===== src/rtl/asrv32_mem_arbiter_if.sv =====
// Requester and RAM-side signal bundle of the asrv32 unified-memory arbiter.
// The arbiter connects through the slave modport; requesters and the RAM use master.
interface asrv32_mem_arbiter_if #(
  parameter int ADDR_W = 12
);
  // Instruction-fetch requester
  logic              i_ireq;
  logic [31:0]       i_iaddr;
  logic              o_iack;
  logic [31:0]       o_irdata;
  // Load/store requester
  logic              i_dreq;
  logic              i_dwe;
  logic [31:0]       i_daddr;
  logic [3:0]        i_dwmask;
  logic [31:0]       i_dwdata;
  logic              o_dack;
  logic [31:0]       o_drdata;
  // Single-port synchronous RAM
  logic              o_mem_en;
  logic              o_mem_we;
  logic [ADDR_W-1:0] o_mem_addr;
  logic [3:0]        o_mem_wmask;
  logic [31:0]       o_mem_wdata;
  logic [31:0]       i_mem_rdata;

  modport slave (
    input  i_ireq, i_iaddr, i_dreq, i_dwe, i_daddr, i_dwmask, i_dwdata, i_mem_rdata,
    output o_iack, o_irdata, o_dack, o_drdata,
    output o_mem_en, o_mem_we, o_mem_addr, o_mem_wmask, o_mem_wdata
  );

  modport master (
    output i_ireq, i_iaddr, i_dreq, i_dwe, i_daddr, i_dwmask, i_dwdata, i_mem_rdata,
    input  o_iack, o_irdata, o_dack, o_drdata,
    input  o_mem_en, o_mem_we, o_mem_addr, o_mem_wmask, o_mem_wdata
  );
endinterface


===== src/rtl/asrv32_mem_arbiter.sv =====
// Shares one single-port synchronous RAM between instruction fetch and load/store.
// One access at a time: IDLE -> ACCESS -> (WAIT) -> RESP, all outputs registered.
module asrv32_mem_arbiter #(
  parameter int ADDR_W     = 12,
  parameter int RD_LATENCY = 1,
  parameter int ARB_MODE   = 0
) (
  input logic                 i_clk,
  input logic                 i_rst_n,
  asrv32_mem_arbiter_if.slave bus
);

  typedef enum logic [1:0] {S_IDLE, S_ACCESS, S_WAIT, S_RESP} state_t;

  localparam logic [2:0] LAT_LOAD = 3'(RD_LATENCY - 1);

  state_t            state, state_nxt;
  logic              pick_d;
  logic              take;
  logic              capture;
  logic              last_d;
  logic              gnt_d;
  logic              acc_we;
  logic [ADDR_W-1:0] acc_addr;
  logic [3:0]        acc_mask;
  logic [31:0]       acc_wdata;
  logic [2:0]        cnt;
  logic              mem_en_nxt, mem_we_nxt, iack_nxt, dack_nxt;
  logic              mem_en_q, mem_we_q, iack_q, dack_q;
  logic [31:0]       irdata_q, drdata_q;

  // State register
  always_ff @(posedge i_clk or negedge i_rst_n) begin
    if (!i_rst_n) begin
      state <= S_IDLE;
    end else begin
      // NOTE: sequential state uses non-blocking assignment so every flop samples pre-edge values.
      state <= state_nxt;
    end
  end

  // Next-state and grant decision
  always_comb begin
    // NOTE: defaults first so no path leaves a signal unassigned and infers a latch.
    state_nxt = state;
    pick_d    = 1'b0;
    unique case (state)
      S_IDLE: begin
        if (bus.i_ireq || bus.i_dreq) begin
          state_nxt = S_ACCESS;
          // Conflicts go to data in priority mode, else to the port not served last.
          pick_d = bus.i_dreq && (!bus.i_ireq || (ARB_MODE != 0) || !last_d);
        end
      end
      S_ACCESS: state_nxt = acc_we ? S_RESP : S_WAIT;
      S_WAIT:   if (cnt == 3'd0) state_nxt = S_RESP;
      S_RESP:   state_nxt = S_IDLE;
      default:  state_nxt = S_IDLE;
    endcase
  end

  // Output decode: next values of the registered strobes
  always_comb begin
    mem_en_nxt = 1'b0;
    mem_we_nxt = 1'b0;
    iack_nxt   = 1'b0;
    dack_nxt   = 1'b0;
    take       = (state == S_IDLE) && (state_nxt == S_ACCESS);
    capture    = (state == S_WAIT) && (cnt == 3'd0);
    if (state_nxt == S_ACCESS) begin
      mem_en_nxt = 1'b1;
      mem_we_nxt = pick_d & bus.i_dwe;
    end
    if (state_nxt == S_RESP) begin
      iack_nxt = ~gnt_d;
      dack_nxt = gnt_d;
    end
  end

  // Latched request, latency counter, read-data registers and output strobes
  always_ff @(posedge i_clk or negedge i_rst_n) begin
    if (!i_rst_n) begin
      last_d    <= 1'b0;
      gnt_d     <= 1'b0;
      acc_we    <= 1'b0;
      acc_addr  <= '0;
      acc_mask  <= 4'b0000;
      acc_wdata <= '0;
      cnt       <= 3'd0;
      irdata_q  <= '0;
      drdata_q  <= '0;
      mem_en_q  <= 1'b0;
      mem_we_q  <= 1'b0;
      iack_q    <= 1'b0;
      dack_q    <= 1'b0;
    end else begin
      mem_en_q <= mem_en_nxt;
      mem_we_q <= mem_we_nxt;
      iack_q   <= iack_nxt;
      dack_q   <= dack_nxt;
      if (take) begin
        gnt_d     <= pick_d;
        acc_we    <= pick_d & bus.i_dwe;
        acc_addr  <= pick_d ? bus.i_daddr[ADDR_W+1:2] : bus.i_iaddr[ADDR_W+1:2];
        acc_mask  <= pick_d ? bus.i_dwmask : 4'b0000;
        acc_wdata <= pick_d ? bus.i_dwdata : 32'd0;
      end
      if (state == S_ACCESS && !acc_we) begin
        cnt <= LAT_LOAD;
      end else if (state == S_WAIT && cnt != 3'd0) begin
        cnt <= cnt - 3'd1;
      end
      if (capture) begin
        if (gnt_d) drdata_q <= bus.i_mem_rdata;
        else       irdata_q <= bus.i_mem_rdata;
      end
      if (state == S_RESP) last_d <= gnt_d;
    end
  end

  // Byte-offset and out-of-range address bits carry no meaning for a word RAM
  logic unused_addr_bits;
  assign unused_addr_bits = ^{bus.i_iaddr[1:0], bus.i_iaddr[31:ADDR_W+2],
                              bus.i_daddr[1:0], bus.i_daddr[31:ADDR_W+2]};

  assign bus.o_iack      = iack_q;
  assign bus.o_dack      = dack_q;
  assign bus.o_irdata    = irdata_q;
  assign bus.o_drdata    = drdata_q;
  assign bus.o_mem_en    = mem_en_q;
  assign bus.o_mem_we    = mem_we_q;
  assign bus.o_mem_addr  = acc_addr;
  assign bus.o_mem_wmask = acc_mask;
  assign bus.o_mem_wdata = acc_wdata;

endmodule


===== src/flat_wrapper.sv =====
// flat-port wrapper written by rule: the top's interface ports become plain ports
module asrv32_mem_arbiter_flat 
#(
  parameter int ADDR_W     = 12,
  parameter int RD_LATENCY = 1,
  parameter int ARB_MODE   = 0
)
  (i_clk, i_rst_n, bus_i_ireq, bus_i_iaddr, bus_i_dreq, bus_i_dwe, bus_i_daddr, bus_i_dwmask, bus_i_dwdata, bus_i_mem_rdata, bus_o_iack, bus_o_irdata, bus_o_dack, bus_o_drdata, bus_o_mem_en, bus_o_mem_we, bus_o_mem_addr, bus_o_mem_wmask, bus_o_mem_wdata);
  asrv32_mem_arbiter_if #(.ADDR_W(ADDR_W)) bus_i ();
  input logic i_clk;
  input logic i_rst_n;
  input wire logic [$bits(bus_i.i_ireq)-1:0] bus_i_ireq;
  input wire logic [$bits(bus_i.i_iaddr)-1:0] bus_i_iaddr;
  input wire logic [$bits(bus_i.i_dreq)-1:0] bus_i_dreq;
  input wire logic [$bits(bus_i.i_dwe)-1:0] bus_i_dwe;
  input wire logic [$bits(bus_i.i_daddr)-1:0] bus_i_daddr;
  input wire logic [$bits(bus_i.i_dwmask)-1:0] bus_i_dwmask;
  input wire logic [$bits(bus_i.i_dwdata)-1:0] bus_i_dwdata;
  input wire logic [$bits(bus_i.i_mem_rdata)-1:0] bus_i_mem_rdata;
  output wire logic [$bits(bus_i.o_iack)-1:0] bus_o_iack;
  output wire logic [$bits(bus_i.o_irdata)-1:0] bus_o_irdata;
  output wire logic [$bits(bus_i.o_dack)-1:0] bus_o_dack;
  output wire logic [$bits(bus_i.o_drdata)-1:0] bus_o_drdata;
  output wire logic [$bits(bus_i.o_mem_en)-1:0] bus_o_mem_en;
  output wire logic [$bits(bus_i.o_mem_we)-1:0] bus_o_mem_we;
  output wire logic [$bits(bus_i.o_mem_addr)-1:0] bus_o_mem_addr;
  output wire logic [$bits(bus_i.o_mem_wmask)-1:0] bus_o_mem_wmask;
  output wire logic [$bits(bus_i.o_mem_wdata)-1:0] bus_o_mem_wdata;
  assign bus_i.i_ireq = bus_i_ireq;
  assign bus_i.i_iaddr = bus_i_iaddr;
  assign bus_i.i_dreq = bus_i_dreq;
  assign bus_i.i_dwe = bus_i_dwe;
  assign bus_i.i_daddr = bus_i_daddr;
  assign bus_i.i_dwmask = bus_i_dwmask;
  assign bus_i.i_dwdata = bus_i_dwdata;
  assign bus_i.i_mem_rdata = bus_i_mem_rdata;
  assign bus_o_iack = bus_i.o_iack;
  assign bus_o_irdata = bus_i.o_irdata;
  assign bus_o_dack = bus_i.o_dack;
  assign bus_o_drdata = bus_i.o_drdata;
  assign bus_o_mem_en = bus_i.o_mem_en;
  assign bus_o_mem_we = bus_i.o_mem_we;
  assign bus_o_mem_addr = bus_i.o_mem_addr;
  assign bus_o_mem_wmask = bus_i.o_mem_wmask;
  assign bus_o_mem_wdata = bus_i.o_mem_wdata;
  asrv32_mem_arbiter #(.ADDR_W(ADDR_W), .RD_LATENCY(RD_LATENCY), .ARB_MODE(ARB_MODE)) u_core (.i_clk(i_clk), .i_rst_n(i_rst_n), .bus(bus_i));
endmodule

===== config.mk =====
export PLATFORM = sky130hd
export DESIGN_NAME = asrv32_mem_arbiter_flat
export DESIGN_NICKNAME = d
export VERILOG_FILES = /design/src/rtl/asrv32_mem_arbiter_if.sv /design/src/rtl/asrv32_mem_arbiter.sv /design/src/flat_wrapper.sv
export SDC_FILE = /design/constraint.sdc
export NUM_CORES = 1
export LEC_CHECK = 0
export BUFFER_PORTS_ARGS = -buffer_cell sky130_fd_sc_hd__buf_2
export CAP_MARGIN = 15
export CORE_MARGIN = 8
export CORE_UTILIZATION = 40
export CTS_CLUSTER_DIAMETER = 40
export DETAILED_ROUTE_END_ITERATION = 6
export GPL_ROUTABILITY_DRIVEN = 0
export PLACE_DENSITY = 0.72
export SLEW_MARGIN = 40
export SYNTH_ARGS = -nofsm -noshare
export SYNTH_HDL_FRONTEND = slang
export SYNTH_SLANG_ARGS = --single-unit

===== constraint.sdc =====
create_clock -name i_clk -period 5.4 [get_ports i_clk]
set_input_delay 0.54 -clock i_clk [delete_from_list [all_inputs] [get_ports i_clk]]
set_output_delay 0.54 -clock i_clk [all_outputs]
set_load 0.05 [all_outputs]

* Word level (Yosys, flattened, before mapping)
Cells that the tools add are included.
** Storage, ports and cells
- Word-level logic and storage cells :: 53
- Bits of input ports :: 137
- Output and inout port bits :: 116
- Register bits :: 124
** Operators by class
- Eq/ne operators :: 5
- Reduce and logical (&&, ||, !) cells :: 16
- Bitwise operators :: 2
- Mux-type cells :: 15
- Add/sub/neg operators :: 1
** Operators with widths (number)
- $mux W32 :: 1
- $mux W12 :: 1
- $pmux W2 S4 :: 1
- $mux W1 :: 7
- $eq A2 B2 Y1 const B :: 3
- $mux W3 :: 2
- $logic_and A1 B1 Y1 :: 5
- $eq A2 B1 Y1 const B :: 2
- $mux W2 :: 2
- $mux W4 :: 1
- $reduce_and A2 Y1 :: 2
- $logic_not A1 Y1 :: 3
- $logic_not A3 Y1 :: 1
- $reduce_bool A3 Y1 :: 1
- $sub A3 B1 Y3 const B :: 1
- $logic_not A2 Y1 :: 1
- $logic_or A1 B1 Y1 :: 2
- $reduce_bool A2 Y1 :: 1
- $and A1 B1 Y1 :: 1
- $not A1 Y1 :: 1

* Depth between registers and ports, before layout
Gate-level depths: netlist of the first run.
- Depth in word-level cells :: 7
- Mapped depth :: 7

* Least setup slack after synthesis of the first run
No wires, ideal clock.
- Path kind :: register to register
- Start point :: reg u_core.state[0]
- End point :: reg u_core.acc_wdata[13] (netlist: u_core.bus.o_mem_wdata[13])
- Slack :: 3.647 ns
- Cell stages (with the launch flop) :: 8
- Arrival time :: 1.632 ns
- Clock period less this slack :: 1.753 ns
- Path through :: dfrtp_1 -> inv_1 -> ha_1 -> and2b_1 -> nand2_1 -> buf_4 -> buf_6 -> a22o_1
** On the way
- Longest elaborated chain between the ends :: 4
** Ends and longest elaborated chain
- start: declaration :: RTL line asrv32_mem_arbiter.sv:17 : state_t state, state_nxt;
- start signal: assignment :: RTL line asrv32_mem_arbiter.sv:38 : state <= state_nxt;
- $eq A2 B2 Y1, or another cell as far along :: RTL line asrv32_mem_arbiter.sv:47 : unique case (state)
- $pmux W2 S4 (*) :: RTL line asrv32_mem_arbiter.sv:47
- via u_core.state_nxt[1] :: RTL line asrv32_mem_arbiter.sv:17
- $eq A2 B1 Y1 (*) :: RTL line asrv32_mem_arbiter.sv:68 : take = (state == S_IDLE) && (state_nxt == S_ACCESS);
- $logic_and A1 B1 Y1 (*) :: RTL line asrv32_mem_arbiter.sv:68
- end signal: assignment :: RTL line asrv32_mem_arbiter.sv:106 : acc_wdata <= pick_d ? bus.i_dwdata : 32'd0;
- end: declaration :: RTL line asrv32_mem_arbiter.sv:26 : logic [31:0] acc_wdata;
Mark *: on every way through the listed nets, which the timed path passes. The rest lies on a longest branch.
A chain may end at the register's enable or synchronous reset.

* Worst setup path after layout of the first run
- Start point :: reg u_core.state[0]
- End point :: reg u_core.acc_wdata[3] (netlist: u_core.bus.o_mem_wdata[3])
** On the way
- Longest elaborated chain between the ends :: 4
** Ends and longest elaborated chain (RTL line)
- $eq A2 B2 Y1, or another cell as far along :: asrv32_mem_arbiter.sv:47
- $pmux W2 S4 :: asrv32_mem_arbiter.sv:47
- $eq A2 B1 Y1 :: asrv32_mem_arbiter.sv:68
- $logic_and A1 B1 Y1 :: asrv32_mem_arbiter.sv:68
Several ways; a longest one is shown, not always the timed one.

==> results.md, run 1 <==
| Item | Value | Unit |
|:---|:---|:---|
| Status | finished clean | - |
| Global-route total usage across every layer | 16.06 | % |
| Clock transition at the registers of the reported paths | 0.06 | ns |
| Synth-to-layout area growth | 36.63 | % |
| Worst Max-Slew Pin Slew | 0.7605 | ns |
| # nets final | 691 | - |
| Number of maximum-capacitance constraint violations | 0 | - |
| Syn nets | 476 | - |
| Initial antenna violation count | 0 | - |
| CP bufs+invs | 1 | - |
| Syn Area/Cell | 14.54 | um^2 |
| Fraction of final layout cells sized beyond drive strength 1 | 46.70 | % |
| Post-detailed-route count of antenna-violating nets | 0 | - |
| Placeable Area | 11,910 | um^2 |
| Global-route wire length before repair | 20.54 | mm |
| Number of placed I/O pins | 253 | - |
| Clock skew | 0.008984 | ns |
| Largest stage delay on the critical path | 0.55 | ns |
| Post-synthesis cell count | 333 | - |
| Hold slack | 0.1242 | ns |
| Vias after detailed routing | 3,636 | - |
| Master of the slowest instance on the critical path | nand2_2 | - |
| Highest net fanout along the worst path | 38 | - |
| Number of global-route vias before repair | 3,938 | - |
| CTS Buffer Depth | 2 | - |
| Startpoint kind of the worst setup timing path | register | - |
| GRT Residual Overflow | 0 | - |
| Root Buffer | clkbuf_16 | - |
| DR pass1 iterations | 4 | - |
| Worst setup slack after placement | 2.769 | ns |
| Clock network power share | 21.7 | % |
| Latest clock arrival within the worst-skew pair | 0.41 | ns |
| Slew Viols, Final | 0 | - |
| Maximum clock frequency | 380.3 | MHz |
| Number of enable-type register cells in the synthesized netlist | 0 | - |
| Leakage | 3.327 | nW |
| Reg2Reg Setup Slack | 2.77 | ns |
| Final Hold Violating Endpoints | 0 | - |
| Maximum number of pins on one net before global-route repair | 69 | - |
| Class of the tightest hold or removal check | input port to asynchronous set/reset pin | - |
| Starting Density | 40.66 | % |
| Clock buffer count from CTS | 17 | - |
| Diode count | 0 | - |
| Area of the die | 15,890 | um^2 |
| Launching element of the worst setup path | u_core.state[0]$_DFF_PN0_ | - |
| Rel. slew slack | 49.12 | % |
| P_int | 2.807 | mW |
| Cell row count | 40 | - |
| Seq pwr share | 28.8 | % |
| Final setup slack of the worst path | 2.771 | ns |
| Die span in y | 126.0 | um |
| Top FF cell, synth | dfrtp_1 | - |
| Count of routing violations after the opening detailed-route iteration | 203 | - |
| Setup repair after global routing missed its margin | no | - |
| H-tree depth | 4 | - |
| Data required time at the worst endpoint | 5.69 | ns |
| Final-report setup violation count | 0 | - |
| Area leader, netlist | dfrtp_1 | - |
| TNS Setup | 0 | ns |
| Detailed-route vias per instance | 5.136 | - |
| Fraction of synthesis flops using an asynchronous set or reset pin | 100.0 | % |
| Filler Cell Count | 1,001 | - |
| Cell area after technology mapping | 4843 | um^2 |
| Net Sw Power | 2.641 | mW |
| Sequential area share after synthesis | 64.07 | % |
| Switching part of the total | 48.47 | % |
| Arrival time of the worst setup path | 2.92 | ns |
| Proportion of power drawn by combinational gates | 49.5 | % |
| Cell breakdown of the critical path | inv_1 -> ha_1 -> and2b_1 -> nand2_2 -> a22o_1 | - |
| Number of hold buffers added after CTS | 0 | - |
| Total routed wirelength | 12.61 | mm |
| Number of clock sinks | 124 | - |
| Largest voltage drop on the vdd net | 300.0 | uV |
| Classification of the worst setup path | register to register | - |
| Power Density | 823.4 | nW/um^2 |
| Leading post-synthesis cells by cell area | dfrtp_1 (64%), mux2_1 (14%), a22o_1 (6.5%) | - |
| Number of distinct standard cells referenced by the synthesized netlist | 34 | - |
| Number of cells upsized or downsized after cts | 0 | - |
| Post-synth top area share | 64.07 | % |
| Average wire length per cell after detail routing | 17.81 | um |
| Finished Core Util | 55.56 | % |
| FF+latch count, synth | 124 | - |
| Final critical-path share of the clock period | 48.69 | % |
| Post-CTS setup buffer count | 0 | - |
| RR Startpoint | u_core.state[0]$_DFF_PN0_ | - |
| Hpwl dp | 9.095 | mm |
| Crit path time final | 2.629 | ns |
| Critical path's top delay family | simple AND/OR/NAND/NOR gates | - |
| Horizontal die dimension | 126.0 | um |
| Count of warnings emitted by yosys | 0 | - |
| Number of input and output port buffers inserted | 212 | - |
| Critical Path End Type | register | - |
| Clock tree from TritonCTS | done | - |
| DRC Markers | 0 | - |
[metal layers]
layer	up-vias	track usage, %	share of wire [%]
met5	-	0	0
met4	0	5.945	1.3
met3	14	6.245	8.2
met2	162	25.17	46
met1	1807	19.69	44
li1	1653	-	-
[cell usage in the layout (no fill, tap or decap)]
| cell type | count |
|---|---|
| nand2b_1 | 1 |
| clkinv_4 | 2 |
| a31o_2 | 1 |
| mux2_2 | 7 |
| nand2_1 | 1 |
| clkbuf_1 | 1 |
| clkbuf_16 | 17 |
| nor2_1 | 4 |
| or3_4 | 1 |
| buf_4 | 4 |
| nand3b_1 | 1 |
| and2b_1 | 1 |
| ha_1 | 6 |
| inv_1 | 5 |
| a21oi_1 | 12 |
| and3_1 | 2 |
| clkinv_2 | 3 |
| a22o_1 | 36 |
| mux2_1 | 60 |
| inv_2 | 2 |
| a21boi_2 | 1 |
| buf_2 | 211 |
| a21o_1 | 2 |
| dfrtp_1 | 124 |
| a31oi_1 | 12 |
| nor3b_1 | 1 |
| o21ai_0 | 12 |
| nor4b_1 | 1 |
| a21bo_4 | 1 |
| o21ai_1 | 1 |
| buf_6 | 1 |
| bufinv_16 | 4 |
| inv_6 | 2 |
| nor2b_1 | 1 |
| xnor2_1 | 1 |
| clkinvlp_4 | 3 |
| nand2_2 | 1 |
| nor3_4 | 1 |
| nand3_1 | 13 |
| and2_1 | 1 |
[flip-flops by register name, summed over array words and instances, names as in the netlist]
name	flops
u_core.bus.o_dack	1
u_core.bus.o_mem_wdata	32
u_core.bus.o_iack	1
u_core.acc_we	1
u_core.cnt	3
u_core.gnt_d	1
u_core.state	2
u_core.bus.o_mem_addr	12
u_core.bus.o_mem_wmask	4
u_core.bus.o_drdata	32
u_core.bus.o_irdata	32
u_core.last_d	1
u_core.bus.o_mem_en	1
u_core.bus.o_mem_we	1
[worst register-to-register path, delay by kind of cell (launching register included)]
kind	cells	cell delay [ns]
AND/OR/NAND/NOR	2	1.07
adder cells (fa/ha/maj)	1	0.49
AO/OA/AOI/OAI	1	0.40
flip-flops	1	0.45
buffers and inverters	1	0.11
[power groups by stage]
stage	registers (mW)	clock network (mW)	logic (mW)
floorplan	2.93	0	0.713
global placement	1.56	0	2.68
detailed placement	1.58	0	2.73
CTS	1.57	1.21	2.73
global route	1.62	1.25	2.85
finish	1.57	1.18	2.70
[cells in the mapped netlist (2+ instances only)]
master	n
a21o_1	2
a21oi_1	12
a22o_1	36
a31oi_1	12
and3_1	2
buf_2	8
buf_6	5
clkbuf_1	5
dfrtp_1	124
ha_1	6
inv_1	5
inv_2	2
mux2_1	60
mux2_2	7
nand2_1	2
nand3_1	13
nor2_1	4
o21ai_0	12
[kinds of logic after synthesis]
group	count (synthesis)	synth area share, %
muxes	67	15.58
adders and majority gates	6	1.550
DFF	124	64.07
and+or+nand+nor	30	3.669
xor gates and xnor gates	1	0.1809
buffers and inverters	27	3.255
AOI/OAI and AO/OA	78	11.70
[stage by stage]
step | power, mW | instance area, um^2 | cells
3_3_place_gp | 4.240 | 5989 | 676
3_5_place_dp | 4.309 | 5992 | 676
6_report | 5.449 | 6618 | 708
5_1_grt | 5.719 | 6618 | 708
4_1_cts | 5.511 | 6614 | 708
2_1_floorplan | 3.639 | 4843 | 333
[worst paths after layout]
path	to	depth (start not counted)
worst max-delay path	u_core.bus.o_mem_wdata[3]$_DFFE_PN0P_	5
worst min-delay path	u_core.bus.o_drdata[18]$_DFFE_PN0P_	1
worst max register to register	u_core.bus.o_mem_wdata[3]$_DFFE_PN0P_	5
worst min register to register	u_core.bus.o_drdata[12]$_DFFE_PN0P_	1
max in group asynchronous	u_core.bus.o_irdata[11]$_DFFE_PN0P_	2
min in group i_clk	u_core.bus.o_mem_wdata[13]$_DFFE_PN0P_	2
[layout make-up]
type | count | area (um^2) | share of cell area, %
multi-input cells | 182 | 1585 | 23.96
repair buffers | 216 | 1097 | 16.58
clock buffers | 18 | 429.2 | 6.485
well taps | 147 | 183.9 | 2.779
inverters | 7 | 26.28 | 0.3971
clock inverters | 14 | 192.7 | 2.912
flip-flops and latches | 124 | 3103 | 46.89
Power figures use the tool's default switching activity.
==> run 2: changes to the inputs <==
Settings changed: PLACE_DENSITY 0.72 to 0.75.
Clock period 5.4 ns to 2.4 ns, I/O delays scaled along.
==> results.md, run 2 (synthesized netlist as in run 1, its figures left out) <==
| Item | Value | Unit |
|:---|:---|:---|
| Clock buffer count from CTS | 17 | - |
| Reg2Reg Setup Slack | 0.31 | ns |
| GRT Residual Overflow | 0 | - |
| Clock skew | 0.01324 | ns |
| Worst reg2reg path endpoint | u_core.bus.o_mem_addr[10]$_DFFE_PN0P_ | - |
| Worst Reg2Reg Path Length in Cells | 5 | - |
| Number of global-route vias before repair | 4,009 | - |
| Filler Cell Count | 993 | - |
| Arrival time of the worst setup path | 2.34 | ns |
| Final instance area | 6611 | um^2 |
| Count of routing violations after the opening detailed-route iteration | 246 | - |
| Die span in y | 126.0 | um |
| Net Sw Power | 5.857 | mW |
| # nets final | 695 | - |
| DR pass1 iterations | 4 | - |
| Diode count | 0 | - |
| Rel. slew slack | 56.45 | % |
| Final critical-path share of the clock period | 86.92 | % |
| RR Startpoint | u_core.state[0]$_DFF_PN0_ | - |
| Fraction of final layout cells sized beyond drive strength 1 | 46.28 | % |
| Synth-to-layout area growth | 36.50 | % |
| Largest voltage drop on the vdd net | 804.4 | uV |
| Area of placed instances | 6055 | um^2 |
| Clock network power share | 19.5 | % |
| Number of cells upsized or downsized after cts | 0 | - |
| Number of clock sinks | 124 | - |
| Sequential cell area | 3103 | um^2 |
| Vias after detailed routing | 3,605 | - |
| Critical path capture point | u_core.bus.o_mem_addr[10]$_DFFE_PN0P_ | - |
| Worst setup slack after placement | 0.3282 | ns |
| Clock transition at the registers of the reported paths | 0.05 | ns |
| Post-CTS setup buffer count | 0 | - |
| Launching element of the worst setup path | u_core.state[0]$_DFF_PN0_ | - |
| Seq pwr share | 29.2 | % |
| Number of maximum-capacitance constraint violations | 0 | - |
| Classification of the worst setup path | register to register | - |
| Hpwl dp | 8.760 | mm |
| Data required time at the worst endpoint | 2.66 | ns |
| Average wire length per cell after detail routing | 17.19 | um |
| Multi-input combinational cell area | 1588 | um^2 |
| Root Buffer | clkbuf_16 | - |
| Worst Max-Slew Pin Slew | 0.6532 | ns |
| Final-report setup violation count | 0 | - |
| Area of the die | 15,890 | um^2 |
| Proportion of power drawn by combinational gates | 51.3 | % |
| Detailed-route vias per instance | 5.070 | - |
| TNS Setup | 0 | ns |
| Cell row count | 40 | - |
| Crit path time final | 2.086 | ns |
| Switching part of the total | 48.84 | % |
| Number of hold buffers added after CTS | 1 | - |
| P_int | 6.135 | mW |
| Global-route total usage across every layer | 15.89 | % |
| DRC Markers | 0 | - |
| Clock tree from TritonCTS | done | - |
| CTS Buffer Depth | 2 | - |
| H-tree depth | 4 | - |
| Maximum number of pins on one net before global-route repair | 125 | - |
| Final Hold Violating Endpoints | 0 | - |
| Number of placed I/O pins | 253 | - |
| Latest clock arrival within the worst-skew pair | 0.41 | ns |
| Critical Path End Type | register | - |
| Startpoint kind of the worst setup timing path | register | - |
| Commonest cells after routing, fill and taps aside | buf_2 (211), dfrtp_1 (124), mux2_1 (60) | - |
| Slew Viols, Final | 0 | - |
| Power Density | 1814 | nW/um^2 |
| Status | finished clean | - |
| Initial antenna violation count | 0 | - |
| Hold slack | 0.05273 | ns |
| Leakage | 3.330 | nW |
| Final setup slack of the worst path | 0.3138 | ns |
| Maximum clock frequency | 479.3 | MHz |
| Setup repair after global routing missed its margin | no | - |
| Horizontal die dimension | 126.0 | um |
| Highest net fanout along the worst path | 12 | - |
| Commonest non-fill, non-tap cell in the layout | buf_2 | - |
| Global-route wire length before repair | 20.41 | mm |
| Number of input and output port buffers inserted | 212 | - |
| Total routed wirelength | 12.23 | mm |
| Starting Density | 40.66 | % |
| Number of stages on the worst hold path | 2 | - |
| Placeable Area | 11,910 | um^2 |
| Layout Cells excl Fill | 711 | - |
| Post-detailed-route count of antenna-violating nets | 0 | - |
| Class of the tightest hold or removal check | input port to register | - |
| Number of cells after detailed placement | 679 | - |
==> run 2: per-stage QoR <==
step                util, %  total power, mW
floorplan                 -            8.188
global placement      50.83            9.604
detailed placement    50.83            9.741
CTS                   55.50            12.12
global route          55.50            12.61
finish                55.50            11.99
==> run 2: critical path, stage by stage (launching register included) <==
cell	delay, ns
dfrtp_1	0.44
inv_1	0.10
ha_1	0.41
and2b_1	0.39
and2_1	0.44
a31oi_1	0.15
==> run 2: how the worst min path moves through the flow <==
stage	startpoint	end	slack (ns)
6_report	bus_i_dwdata[12]	u_core.bus.o_mem_wdata[12]$_DFFE_PN0P_	0.05
5_1_grt	bus_i_dwmask[2]	u_core.bus.o_mem_wmask[2]$_DFFE_PN0P_	0.04
4_1_cts	bus_i_dwdata[12]	u_core.bus.o_mem_wdata[12]$_DFFE_PN0P_	0.04
3_5_place_dp	i_rst_n	u_core.bus.o_drdata[12]$_DFFE_PN0P_	0.40
3_3_place_gp	i_rst_n	u_core.bus.o_drdata[12]$_DFFE_PN0P_	0.38
2_1_floorplan	i_rst_n	u_core.acc_we$_DFFE_PN0P_	-0.06
==> run 2: metal layers <==
| metal | share of wire (%) | track usage (%) | up-vias | wire (um) |
|---|---|---|---|---|
| li1 | - | - | 1657 | - |
| met1 | 45 | 20.06 | 1754 | 5494 |
| met2 | 45 | 23.74 | 178 | 5507 |
| met3 | 8.3 | 6.371 | 16 | 1013 |
| met4 | 1.7 | 6.582 | 0 | 209 |
| met5 | 0 | 0 | - | 0 |
==> run 2: area by class of cell <==
class / instances / share of cell area [%]
Sequential cell: 124 / 46.93
Tap cell: 147 / 2.782
Timing Repair Buffer: 220 / 17.60
Clock inverter: 7 / 0.9841
Multi-Input combinational cell: 182 / 24.02
Inverter: 7 / 0.3974
Clock buffer: 24 / 7.286
==> run 2: power groups by stage <==
| stage | sequential (mW) | clock [mW] | combinational (mW) |
|---|---|---|---|
| 6_report | 3.50 | 2.34 | 6.15 |
| 4_1_cts | 3.51 | 2.39 | 6.22 |
| 3_5_place_dp | 3.52 | 0 | 6.22 |
| 5_1_grt | 3.62 | 2.49 | 6.50 |
| 3_3_place_gp | 3.49 | 0 | 6.11 |
| 2_1_floorplan | 6.58 | 0 | 1.60 |
==> run 3: changes to the inputs <==
Settings changed: CORE_MARGIN 8 to unset.
==> results.md, run 3 (synthesized netlist as in run 1, its figures left out) <==
| Item | Value | Unit |
|:---|:---|:---|
| # nets final | 695 | - |
| Class of the tightest hold or removal check | input port to register | - |
| Hold Crit Endpoint | u_core.bus.o_mem_wdata[16]$_DFFE_PN0P_ | - |
| Post-CTS setup buffer count | 0 | - |
| Area of the die | 12,550 | um^2 |
| Diode count | 0 | - |
| Arrival time of the worst setup path | 2.31 | ns |
| Average wire length per cell after detail routing | 15.26 | um |
| Violated checks | DRC | - |
| Slew Viols, Final | 0 | - |
| Filler Cell Count | 952 | - |
| Sequential cell area | 3103 | um^2 |
| Count of routing violations after the opening detailed-route iteration | 272 | - |
| Highest net fanout along the worst path | 12 | - |
| Number of clock sinks | 124 | - |
| Total routed wirelength | 10.81 | mm |
| Synth-to-layout area growth | 36.94 | % |
| Number of stages on the worst hold path | 2 | - |
| Number of cells upsized or downsized after cts | 0 | - |
| Reg2Reg Setup Slack | 0.34 | ns |
| Status | finished, violations left | - |
| Die span in y | 112.0 | um |
| Starting Density | 41.70 | % |
| Worst setup slack after placement | 0.3040 | ns |
| Clock transition at the registers of the reported paths | 0.06 | ns |
| Rel. slew slack | 56.81 | % |
| Global-route total usage across every layer | 17.80 | % |
| GRT Residual Overflow | 0 | - |
| Hpwl dp | 7.481 | mm |
| Final Hold Violating Endpoints | 0 | - |
| Placeable Area | 11,610 | um^2 |
| Clock skew | 0.008711 | ns |
| Initial antenna violation count | 0 | - |
| DRC Markers | 15 | - |
| Multi-input combinational cell area | 1583 | um^2 |
| Critical Path End Type | register | - |
| Root Buffer | clkbuf_16 | - |
| Final setup slack of the worst path | 0.3393 | ns |
| Final-report setup violation count | 0 | - |
| Horizontal die dimension | 112.0 | um |
| Maximum number of pins on one net before global-route repair | 75 | - |
| Number of input and output port buffers inserted | 212 | - |
| Vias after detailed routing | 3,512 | - |
| Crit path time final | 2.061 | ns |
| Worst Max-Slew Pin Slew | 0.6478 | ns |
| Worst reg2reg path endpoint | u_core.bus.o_mem_addr[4]$_DFFE_PN0P_ | - |
| Setup repair after global routing missed its margin | no | - |
| Number of maximum-capacitance constraint violations | 0 | - |
| Worst Reg2Reg Path Length in Cells | 5 | - |
| Cell row count | 39 | - |
| Maximum clock frequency | 485.3 | MHz |
| RR Startpoint | u_core.state[0]$_DFF_PN0_ | - |
| Startpoint kind of the worst setup timing path | register | - |
| TNS Setup | 0 | ns |
| CTS Buffer Depth | 2 | - |
| Number of placed I/O pins | 253 | - |
| DR pass1 iterations | 7 | - |
| H-tree depth | 4 | - |
| Fraction of final layout cells sized beyond drive strength 1 | 46.73 | % |
| Commonest non-fill, non-tap cell in the layout | buf_2 | - |
| Detailed-route vias per instance | 4.960 | - |
| Classification of the worst setup path | register to register | - |
| Hold slack | 0.06084 | ns |
| Data required time at the worst endpoint | 2.65 | ns |
| Latest clock arrival within the worst-skew pair | 0.40 | ns |
| Final critical-path share of the clock period | 85.86 | % |
| Commonest cells after routing, fill and taps aside | buf_2 (211), dfrtp_1 (124), mux2_1 (60) | - |
| Clock tree from TritonCTS | done | - |
| Global-route wire length before repair | 17.53 | mm |
| Post-detailed-route count of antenna-violating nets | 0 | - |
| Clock buffer count from CTS | 17 | - |
| Worst hold path startpoint | bus_i_dwdata[16] | - |
| Number of global-route vias before repair | 3,498 | - |
run 3: timing repair:
item	in CTS	in global routing
hold buffers	1	0
setup endpoints to repair	0	0
hold endpoints to repair	50	0
run 3: worst max-delay path by stage:
stage	startpoint	to	slack [ns]	depth (start not counted)
2_1_floorplan	u_core.state[0]$_DFF_PN0_	u_core.bus.o_mem_wdata[13]$_DFFE_PN0P_	0.65	7
3_3_place_gp	u_core.state[0]$_DFF_PN0_	u_core.bus.o_mem_addr[0]$_DFFE_PN0P_	0.40	5
3_5_place_dp	u_core.state[0]$_DFF_PN0_	u_core.bus.o_mem_addr[4]$_DFFE_PN0P_	0.30	5
4_1_cts	u_core.state[0]$_DFF_PN0_	u_core.bus.o_mem_addr[4]$_DFFE_PN0P_	0.31	5
5_1_grt	u_core.state[0]$_DFF_PN0_	u_core.bus.o_mem_addr[8]$_DFFE_PN0P_	0.19	5
6_report	u_core.state[0]$_DFF_PN0_	u_core.bus.o_mem_addr[4]$_DFFE_PN0P_	0.34	5
run 3: metrics by stage:
stage / cells / area, um^2 / util [%]
after floorplan: 333 / 4843 / -
after global placement: 675 / 6045 / 52.05
after detailed placement: 675 / 6045 / 52.05
after CTS: 708 / 6633 / 57.11
after global routing: 708 / 6633 / 57.11
final: 708 / 6633 / 57.11
run 3: cell type report:
type / count / area share, %
flip-flops and latches: 124 / 46.78
inverters: 7 / 0.3962
well taps: 143 / 2.698
clock inverters: 12 / 1.830
clock buffers: 20 / 6.885
repair buffers: 220 / 17.54
multi-input cells: 182 / 23.86
run 3: worst max-delay path, cell delays in order, from the launching register on:
cell and delay [ns]:
dfrtp_1 0.44, inv_1 0.10, ha_1 0.40, and2b_1 0.39, and2_1 0.43, a31oi_1 0.15
run 3: metal layers:
| layer | up-vias | GRT usage [%] | wire (um) |
|---|---|---|---|
| li1 | 1657 | - | - |
| met1 | 1696 | 22.97 | 4831 |
| met2 | 149 | 28.49 | 5039 |
| met3 | 10 | 5.670 | 823 |
| met4 | 0 | 5.956 | 111 |
| met5 | - | 0 | 0 |
Power of run 3 is not shown: default switching activity piles up to over one toggle a cycle in this logic, so the estimate is an artifact.
